$ cat src/rtl/memory_game_pkg.sv
// Shared constants, state type and grid helpers for the 4x4 memory-card game.
package memory_game_pkg;

  localparam int GRID_DIM = 4;
  localparam int N_CARDS  = GRID_DIM * GRID_DIM;
  localparam int N_PAIRS  = N_CARDS / 2;
  localparam int VALUE_W  = 4;
  localparam int COORD_W  = $clog2(GRID_DIM);
  localparam int IDX_W    = $clog2(N_CARDS);

  typedef enum logic [2:0] {
    IDLE,
    ONE_UP,
    COMPARE,
    HOLD,
    DONE
  } game_state_t;

  // Column-major flat index: x selects the group of GRID_DIM, y the offset.
  function automatic logic [IDX_W-1:0] coord_to_idx(input logic [COORD_W-1:0] x,
                                                    input logic [COORD_W-1:0] y);
    return {x, y};
  endfunction

endpackage

$ cat src/rtl/mismatch_hold_timer.sv
// Loadable down-counter; done is high whenever the count has reached zero.
module mismatch_hold_timer #(
  parameter int HOLD_CYCLES = 4
) (
  input  logic clk,
  input  logic rst,
  input  logic load,
  output logic done
);

  localparam int CNT_W = (HOLD_CYCLES > 1) ? $clog2(HOLD_CYCLES) : 1;
  localparam logic [CNT_W-1:0] LOAD_VAL = CNT_W'(HOLD_CYCLES - 1);

  logic [CNT_W-1:0] cnt_q, cnt_d;

  always_comb begin
    cnt_d = cnt_q;
    if (load) begin
      cnt_d = LOAD_VAL;
    end else if (cnt_q != '0) begin
      cnt_d = cnt_q - 1'b1;
    end
  end

  always_ff @(posedge clk or negedge rst) begin
    if (!rst) begin
      cnt_q <= '0;
    end else begin
      cnt_q <= cnt_d;
    end
  end

  assign done = (cnt_q == '0);

endmodule

$ cat src/rtl/memory_match_fsm.sv
// Pairs consecutive card picks, latches matches, flips mismatches back after a hold,
// and tracks score, turns and game completion.
module memory_match_fsm
  import memory_game_pkg::*;
#(
  parameter int HOLD_CYCLES = 50_000_000
) (
  input  logic                 clk,
  input  logic                 rst,
  input  logic                 sel_valid,
  input  logic [COORD_W-1:0]   sel_x,
  input  logic [COORD_W-1:0]   sel_y,
  input  logic [VALUE_W-1:0]   sel_value,
  output logic [N_CARDS-1:0]   revealed,
  output logic [N_CARDS-1:0]   matched,
  output logic [3:0]           score,
  output logic [7:0]           turns,
  output logic                 match_pulse,
  output logic                 mismatch_pulse,
  output logic                 busy,
  output logic                 game_over
);

  game_state_t          state_q, state_d;
  logic [N_CARDS-1:0]   revealed_q, revealed_d;
  logic [N_CARDS-1:0]   matched_q, matched_d;
  logic [3:0]           score_q, score_d;
  logic [7:0]           turns_q, turns_d;
  logic                 mp_q, mp_d;
  logic                 mm_q, mm_d;
  logic [IDX_W-1:0]     idx0_q, idx0_d, idx1_q, idx1_d;
  logic [VALUE_W-1:0]   val0_q, val0_d, val1_q, val1_d;

  logic [IDX_W-1:0]     sel_idx;
  logic                 accept;
  logic                 timer_load;
  logic                 hold_done;

  // Face-up cards (including matched ones) can never be picked again.
  assign sel_idx    = coord_to_idx(sel_x, sel_y);
  assign accept     = sel_valid && !revealed_q[sel_idx];
  assign timer_load = (state_q == COMPARE) && (val0_q != val1_q);

  mismatch_hold_timer #(
    .HOLD_CYCLES(HOLD_CYCLES)
  ) u_hold_timer (
    .clk (clk),
    .rst (rst),
    .load(timer_load),
    .done(hold_done)
  );

  always_comb begin
    state_d    = state_q;
    revealed_d = revealed_q;
    matched_d  = matched_q;
    score_d    = score_q;
    turns_d    = turns_q;
    idx0_d     = idx0_q;
    idx1_d     = idx1_q;
    val0_d     = val0_q;
    val1_d     = val1_q;
    mp_d       = 1'b0;
    mm_d       = 1'b0;
    case (state_q)
      IDLE: begin
        if (accept) begin
          idx0_d              = sel_idx;
          val0_d              = sel_value;
          revealed_d[sel_idx] = 1'b1;
          state_d             = ONE_UP;
        end
      end
      ONE_UP: begin
        if (accept) begin
          idx1_d              = sel_idx;
          val1_d              = sel_value;
          revealed_d[sel_idx] = 1'b1;
          if (turns_q != 8'hFF) begin
            turns_d = turns_q + 8'd1;
          end
          state_d = COMPARE;
        end
      end
      COMPARE: begin
        if (val0_q == val1_q) begin
          matched_d[idx0_q] = 1'b1;
          matched_d[idx1_q] = 1'b1;
          score_d           = score_q + 4'd1;
          mp_d              = 1'b1;
          state_d           = (score_d == 4'(N_PAIRS)) ? DONE : IDLE;
        end else begin
          mm_d    = 1'b1;
          state_d = HOLD;
        end
      end
      HOLD: begin
        if (hold_done) begin
          revealed_d[idx0_q] = 1'b0;
          revealed_d[idx1_q] = 1'b0;
          state_d            = IDLE;
        end
      end
      DONE: begin
        state_d = DONE;
      end
      default: begin
        state_d = IDLE;
      end
    endcase
  end

  always_ff @(posedge clk or negedge rst) begin
    if (!rst) begin
      state_q    <= IDLE;
      revealed_q <= '0;
      matched_q  <= '0;
      score_q    <= '0;
      turns_q    <= '0;
      mp_q       <= 1'b0;
      mm_q       <= 1'b0;
      idx0_q     <= '0;
      idx1_q     <= '0;
      val0_q     <= '0;
      val1_q     <= '0;
    end else begin
      state_q    <= state_d;
      revealed_q <= revealed_d;
      matched_q  <= matched_d;
      score_q    <= score_d;
      turns_q    <= turns_d;
      mp_q       <= mp_d;
      mm_q       <= mm_d;
      idx0_q     <= idx0_d;
      idx1_q     <= idx1_d;
      val0_q     <= val0_d;
      val1_q     <= val1_d;
    end
  end

  assign revealed       = revealed_q;
  assign matched        = matched_q;
  assign score          = score_q;
  assign turns          = turns_q;
  assign match_pulse    = mp_q;
  assign mismatch_pulse = mm_q;
  assign busy           = (state_q == COMPARE) || (state_q == HOLD);
  assign game_over      = (state_q == DONE);

endmodule
$ cat config.mk
export PLATFORM = sky130hd
export DESIGN_NAME = memory_match_fsm
export DESIGN_NICKNAME = d
export VERILOG_FILES = /design/src/rtl/memory_game_pkg.sv /design/src/rtl/mismatch_hold_timer.sv /design/src/rtl/memory_match_fsm.sv
export SDC_FILE = /design/constraint.sdc
export NUM_CORES = 1
export LEC_CHECK = 0
export ABC_AREA = 1
export ABC_CLOCK_PERIOD_IN_PS = 5180
export BUFFER_PORTS_ARGS = -buffer_cell sky130_fd_sc_hd__buf_2
export CAP_MARGIN = 20
export CORE_MARGIN = 2
export CORE_UTILIZATION = 40
export DETAILED_ROUTE_END_ITERATION = 16
export SLEW_MARGIN = 20
export SYNTH_ARGS = -nofsm -noshare
export SYNTH_HDL_FRONTEND = slang
export SYNTH_SLANG_ARGS = --single-unit
$ cat constraint.sdc
create_clock -name clk -period 5.18 [get_ports clk]
set_clock_uncertainty 0.2 [all_clocks]
set_input_delay 0.259 -clock clk [delete_from_list [all_inputs] [get_ports clk]]
set_output_delay 0.259 -clock clk [all_outputs]
set_load 0.02 [all_outputs]
==> results of run 1 <==
[power breakdown]
group / internal (mW) / switching (mW)
clock network: 0.330 / 0.291
registers: 0.931 / 0.202
logic: 0.409 / 0.865
total: 1.67 / 1.36
[layout by cell type, fill, tap and decap left out, types with 14 or more instances in the layout]
master and n:
a21oi_1 19, a21o_1 14, dfrtp_1 91, buf_2 57
nand2_1 236, nor2_1 82, xor2_1 17, nand4_1 22
o21ai_0 18, inv_1 66, nand3_1 36
[area by class of cell]
cell class / instances / area (um2) / share of cell area (%)
clock buffer: 10 / 229 / 3.87
clock inverter: 6 / 50.0 / 0.847
inverter: 76 / 285 / 4.83
multi-input combinational: 510 / 2470 / 41.9
sequential: 91 / 2280 / 38.5
tap: 172 / 215 / 3.64
timing repair buffer: 67 / 378 / 6.39
[critical path, cell delays in order (launching register included)]
cell and delay, ns:
dfrtp_1 0.38, inv_1 0.15, ha_1 0.26, nand2_1 0.12, nor2_4 0.15, inv_2 0.08, nor2_4 0.13, nand3_2 0.20
nand2_4 0.26, nand3_4 0.20, nand2_1 0.15, nand2_1 0.05
[layer usage]
layer	vias to the layer above	track usage, %	routed length, um
li1	2317	-	-
met1	2162	27.3	6170
met2	110	32.5	6160
met3	30	3.81	510
met4	0	8.78	363
met5	-	0	0
[synth_stat cells]
cell | instances | area share, %
nand2_1 | 236 | 17
dfrtp_1 | 91 | 44
nor2_1 | 82 | 6.0
inv_1 | 66 | 4.8
nand3_1 | 36 | 3.5
nand4_1 | 22 | 2.7
a21oi_1 | 19 | 1.9
o21ai_0 | 18 | 1.8
xor2_1 | 17 | 2.9
a21o_1 | 14 | 2.1
inv_2 | 10 | 0.73
buf_2 | 8 | 0.78
nor3_1 | 8 | 0.78
o21ai_1 | 8 | 0.78
or2_2 | 6 | 0.73
xnor2_1 | 5 | 0.85
a31oi_1 | 4 | 0.49
buf_4 | 4 | 0.59
ha_1 | 4 | 0.98
nor2_4 | 4 | 0.88
o21bai_1 | 4 | 0.59
nand2_4 | 3 | 0.66
nand3_2 | 3 | 0.59
nor2_2 | 3 | 0.37
o211ai_1 | 2 | 0.29
a21oi_2 | 1 | 0.17
a22o_1 | 1 | 0.17
a22oi_1 | 1 | 0.15
buf_1 | 1 | 0.073
buf_6 | 1 | 0.22
clkbuf_1 | 1 | 0.073
nand2_2 | 1 | 0.12
nand3_4 | 1 | 0.34
nand3b_1 | 1 | 0.15
nor2_8 | 1 | 0.39
nor3_2 | 1 | 0.20
nor3b_1 | 1 | 0.15
nor4_1 | 1 | 0.12
o21a_1 | 1 | 0.15
o31ai_1 | 1 | 0.15
[state kept, by name, indices dropped and copies added (netlist names)]
register and flops:
u_hold_timer.cnt_q 26, matched 16, revealed 16, turns 8, idx0_q 4, idx1_q 4, score 4, val0_q 4
val1_q 4, state_q 3, match_pulse 1, mismatch_pulse 1
[timing repair]
| action | CTS | global route |
|---|---|---|
| gates resized for setup | 0 | 0 |
| endpoints found under the setup margin | 0 | 0 |
| hold endpoints to repair | 41 | 0 |
| hold buffers | 7 | 0 |
[logic make-up after synthesis]
| logic type | Yosys count |
|---|---|
| AOI/OAI and AO/OA | 74 |
| xor gates and xnor gates | 22 |
| adders and majority gates | 4 |
| buffers and inverters | 91 |
| DFF | 91 |
| and+or+nand+nor | 410 |
[final timing paths]
path | from | to | cells past startpoint
max | u_hold_timer.cnt_q[0]$_DFFE_PN0P_ | revealed[15]$_DFFE_PN0P_ | 11
min | sel_y[1] | idx1_q[1]$_DFFE_PN0P_ | 3
max reg2reg | u_hold_timer.cnt_q[0]$_DFFE_PN0P_ | revealed[15]$_DFFE_PN0P_ | 11
min reg2reg | matched[4]$_DFFE_PN0P_ | matched[4]$_DFFE_PN0P_ | 1
max in group asynchronous | rst | idx0_q[0]$_DFFE_PN0P_ | 3
min in group asynchronous | rst | u_hold_timer.cnt_q[23]$_DFFE_PN0P_ | 2
[per-stage QoR]
step                util (%)  hold slack [ns]  cells
floorplan                  -           -0.237    692
global placement        44.2           0.0343    909
detailed placement      44.2           0.0350    909
CTS                     47.0           0.0793    932
global route            47.0           0.0977    932
finish                  47.0           0.0911    932
==> results.toml, run 1 <==
[synth]
syn-cell-area_um2 = 5130
synthAdderAreaFrac_pct = 0.976
synth_cell_types = 40
synth_top_family_by_area = "simple AND/OR/NAND/NOR gates"
syn_inst = 692
avgSynthCellArea_um2 = 7.41
seq_area_frac_synth_pct = 44.4
synth_compound_area_share_pct = 8.59
ys_ff_latch = 91
synth-xor-area-share_pct = 3.76
synth.area.mux_share_pct = 0
syn_nets = 707
synth_simple_gate_area_share_pct = 35.0
ys_warn_count = 0

[layout]
area_growth_pct = 15.3
finish.instance_area_um2 = 5910
antenna_cells = 0
n_fill_cell = 1256
drive_above_1_share_pct = 14.3
fin_nets = 770

[die]
die_area_um2 = 13700
start_util_pct = 40.8
core_area_um2 = 12600
chipHeight_um = 117
num_io_pins = 59
rows = 41
die_x_um = 117

[outcome]
status = "finished clean"

[route]
drtPass1Iterations = 4
vias = 4619
wl_per_cell_um = 14.2
wirelength_um = 13200
first_iter_violations = 362
via_per_inst = 4.96
ant_nets = 0
drc = 0

[sta]
drv_slew = 0
min_period_ns = 2.46
finalSetupViolCount = 0
fin_tns_setup_ns = 0
slew_headroom_pct = 42.2
layout_worst_path_cycle_share_pct = 47.5
hold_viol_final = 0
tightest_slew_ns = 0.867
rsz0062_at_grt = "false"
fmax_mhz = 407
setup_ws_ns = 2.72

[placement]
port_buffers = 58
dp_hpwl_um = 9880
place_ws_ns = 2.75
placed_cell_area_um2 = 5560
gp_congestion = 0.897

[global_routing]
grt_pass1_vias = 4355
grt_usage_pct = 20.4
grt_start_max_net_pins = 60
grt_overflow = 0
antenna_found_initial = 0
grt_pass1_wl_um = 21500

[clocking]
insertion_delay_ns = 0.35
cts_tree = "yes"
htreeDepth = 3
post_cts_buffers = 0
clockRootBuffer = "clkbuf_16"
clk_pin_slew_worst_paths_ns = 0.07
clock-sinks = 91
cts_buffer_depth = 2
numCtsBuffers = 9

[worst_setup_path]
reg2reg_slack_ns = 2.72
crit_path_end_kind = "flop"
start_kind = "flop"
critical_path_peak_fanout = 19
crit_required_ns = 5.22
critPathArrivalTime_ns = 2.50
setup.worst_path.class = "flop to flop"

[flow_run]
maxCapViolCount = 0

[power_and_ir_drop]
leakagePower_nw = 3.21
vdd_drop_max_mv = 0.233
total_power_mw = 3.03
p_per_area_nw_per_um2 = 512

[worst_hold_path]
hp-class = "input pin to flop"
No activity file was read; power rests on OpenSTA's default activity.
==> run 2: changes to the inputs <==
--- a/config.mk
+++ b/config.mk
@@ -6,7 +6,7 @@
 export NUM_CORES = 1
 export LEC_CHECK = 0
 export ABC_AREA = 1
-export ABC_CLOCK_PERIOD_IN_PS = 5180
+export ABC_CLOCK_PERIOD_IN_PS = 2100
 export BUFFER_PORTS_ARGS = -buffer_cell sky130_fd_sc_hd__buf_2
 export CAP_MARGIN = 20
 export CORE_MARGIN = 2
==> constraint.sdc (replaced) <==
create_clock -name clk -period 2.1 [get_ports clk]
set_clock_uncertainty 0.2 [all_clocks]
set_input_delay 0.105 -clock clk [delete_from_list [all_inputs] [get_ports clk]]
set_output_delay 0.105 -clock clk [all_outputs]
set_load 0.02 [all_outputs]
==> run 2 against run 1 <==
Against the previous run: clock power rose to 2.9 times the previous value; global-route usage rose by 1.4 points; core utilization rose by 2.8 points; via count rose by 4.6%; critical path type is now input pin to flop.
==> results.toml, run 2 (synthesized netlist as in run 1, its figures left out) <==
[clocking]
clock-sinks = 91
insertion_delay_ns = 0.36
cts_tree = "yes"
cts_buffer_depth = 2
numCtsBuffers = 9
htreeDepth = 3
clk_pin_slew_worst_paths_ns = 0.07
clockRootBuffer = "clkbuf_16"

[layout]
final_common_cell = "nand2_1"
largest_reg_flops = 26
drive_above_1_share_pct = 18.0
area_growth_pct = 22.1
fin_nets = 803
final_cell_mix = "nand2_1, dfrtp_1, nor2_1, inv_1, buf_2"
antenna_cells = 0
n_fill_cell = 1252
regMostFlops = "u_hold_timer.cnt_q"
multi_input_area_um2 = 2500
finish.instance_area_um2 = 6260
ff_latch_area_um2 = 2280

[sta]
fin_tns_setup_ns = 0
tightest_slew_ns = 0.498
hold_viol_final = 0
slew_headroom_pct = 66.7
drv_slew = 0
rsz0062_at_grt = "true"
layout_worst_path_cycle_share_pct = 96.1
fmax_mhz = 495
min_period_ns = 2.02
finalSetupViolCount = 0

[outcome]
status = "finished clean"

[worst_setup_path]
crit_family = "buffers and inverters"
critPathArrivalTime_ns = 2.06
setup.worst_path.class = "input pin to flop"
rr_worst_depth = 8
startpoint = "sel_x[1]"
reg2reg_slack_ns = 0.11
reg2reg_from = "state_q[1]$_DFFE_PN0P_"
critical_path_peak_fanout = 13
crit_slowest_cell = "dlygate4sd3_1"
start_kind = "input pin"
crit_path_end = "revealed[4]$_DFFE_PN0P_"
crit_chain = "dlygate4sd3_1 > buf_2 > inv_1 > nor2_1 > inv_1 > nor2_2 > nor2_4 > nand2_4 > nand2_4 > buf_4 > nand4_1 > nand2_1"
crit_cells = 12
cp.buffers_inverters = 5
crit_required_ns = 2.14
slowest_delay_ns = 0.52
timing.rr.end = "revealed[4]$_DFFE_PN0P_"
crit_path_end_kind = "flop"

[route]
wirelength_um = 14300
wl_per_cell_um = 14.8
first_iter_violations = 334
drtPass1Iterations = 4
drc = 0
ant_nets = 0
via_per_inst = 5.01
vias = 4830

[die]
core_area_um2 = 12600
rows = 41
num_io_pins = 59
die_x_um = 117
die_area_um2 = 13700
chipHeight_um = 117
start_util_pct = 40.8

[global_routing]
grt_start_max_net_pins = 56
grt_pass1_vias = 4629
grt_pass1_wl_um = 22900
antenna_found_initial = 0
grt_overflow = 0
grt_usage_pct = 21.8

[placement]
gp_congestion = 0.933
placed_cell_area_um2 = 5750
port_buffers = 58
dp_hpwl_um = 10500

[power_and_ir_drop]
p_per_area_nw_per_um2 = 1290
vdd_drop_max_mv = 0.724
leakagePower_nw = 3.39
total_power_mw = 8.08

[worst_hold_path]
hp-class = "input pin to flop"

[flow_run]
maxCapViolCount = 0
run 2: layout make-up:
type                            instances  share of cell area [%]
Multi-Input combinational cell        511                    40.0
Clock buffer                            9                    3.60
Clock inverter                          7                    1.58
Tap cell                              172                    3.44
Timing Repair Buffer                   99                    10.3
Sequential cell                        91                    36.4
Inverter                               76                    4.66
run 2: worst min path at each step:
stage,depth (start not counted),startpoint,endpoint
floorplan,0,rst,idx0_q[0]$_DFFE_PN0P_
global placement,1,rst,u_hold_timer.cnt_q[21]$_DFFE_PN0P_
detailed placement,1,rst,u_hold_timer.cnt_q[21]$_DFFE_PN0P_
CTS,3,sel_y[0],idx0_q[0]$_DFFE_PN0P_
global route,3,sel_y[0],idx0_q[0]$_DFFE_PN0P_
finish,3,sel_y[0],idx0_q[0]$_DFFE_PN0P_
run 2: metrics by stage:
step	util [%]	hold WS, ns	setup WS, ns	instances
floorplan	-	-0.391	0.0125	692
global placement	45.7	-0.238	0.0792	932
detailed placement	45.7	-0.235	0.0606	932
CTS	49.1	0.0537	0.0352	958
global route	49.8	0.0893	-0.0168	965
finish	49.8	0.0655	0.0813	965
run 2: what timing repair did:
action                     4_1_cts  5_1_grt
hold endpoints to repair       106        0
setup endpoints to repair        0       28
hold buffers                    10        0
buffers inserted                 0        6
resized for setup                0        8
run 2: power breakdown:
| group | total [mW] | internal [mW] | switching, mW |
|---|---|---|---|
| combinational | 3.51 | 1.23 | 2.28 |
| sequential | 2.79 | 2.30 | 0.492 |
| clock | 1.78 | 1.05 | 0.732 |
run 2: worst reg2reg max path, cell delays in order, from the launching register on:
cell and delay (ns):
dfrtp_1 0.44, inv_2 0.06, nor2_4 0.14, nand2_1 0.13, inv_2 0.38, nand2_4 0.18
buf_6 0.19, nand4_1 0.09, nand2_1 0.06
run 2: per-layer routing:
| metal | global-route usage (%) | vias up | part of all wire (%) |
|---|---|---|---|
| met5 | 0 | - | 0 |
| met4 | 8.47 | 0 | 2.3 |
| met3 | 4.22 | 23 | 4.8 |
| met2 | 35.6 | 132 | 47 |
| met1 | 28.7 | 2285 | 46 |
| li1 | - | 2390 | - |
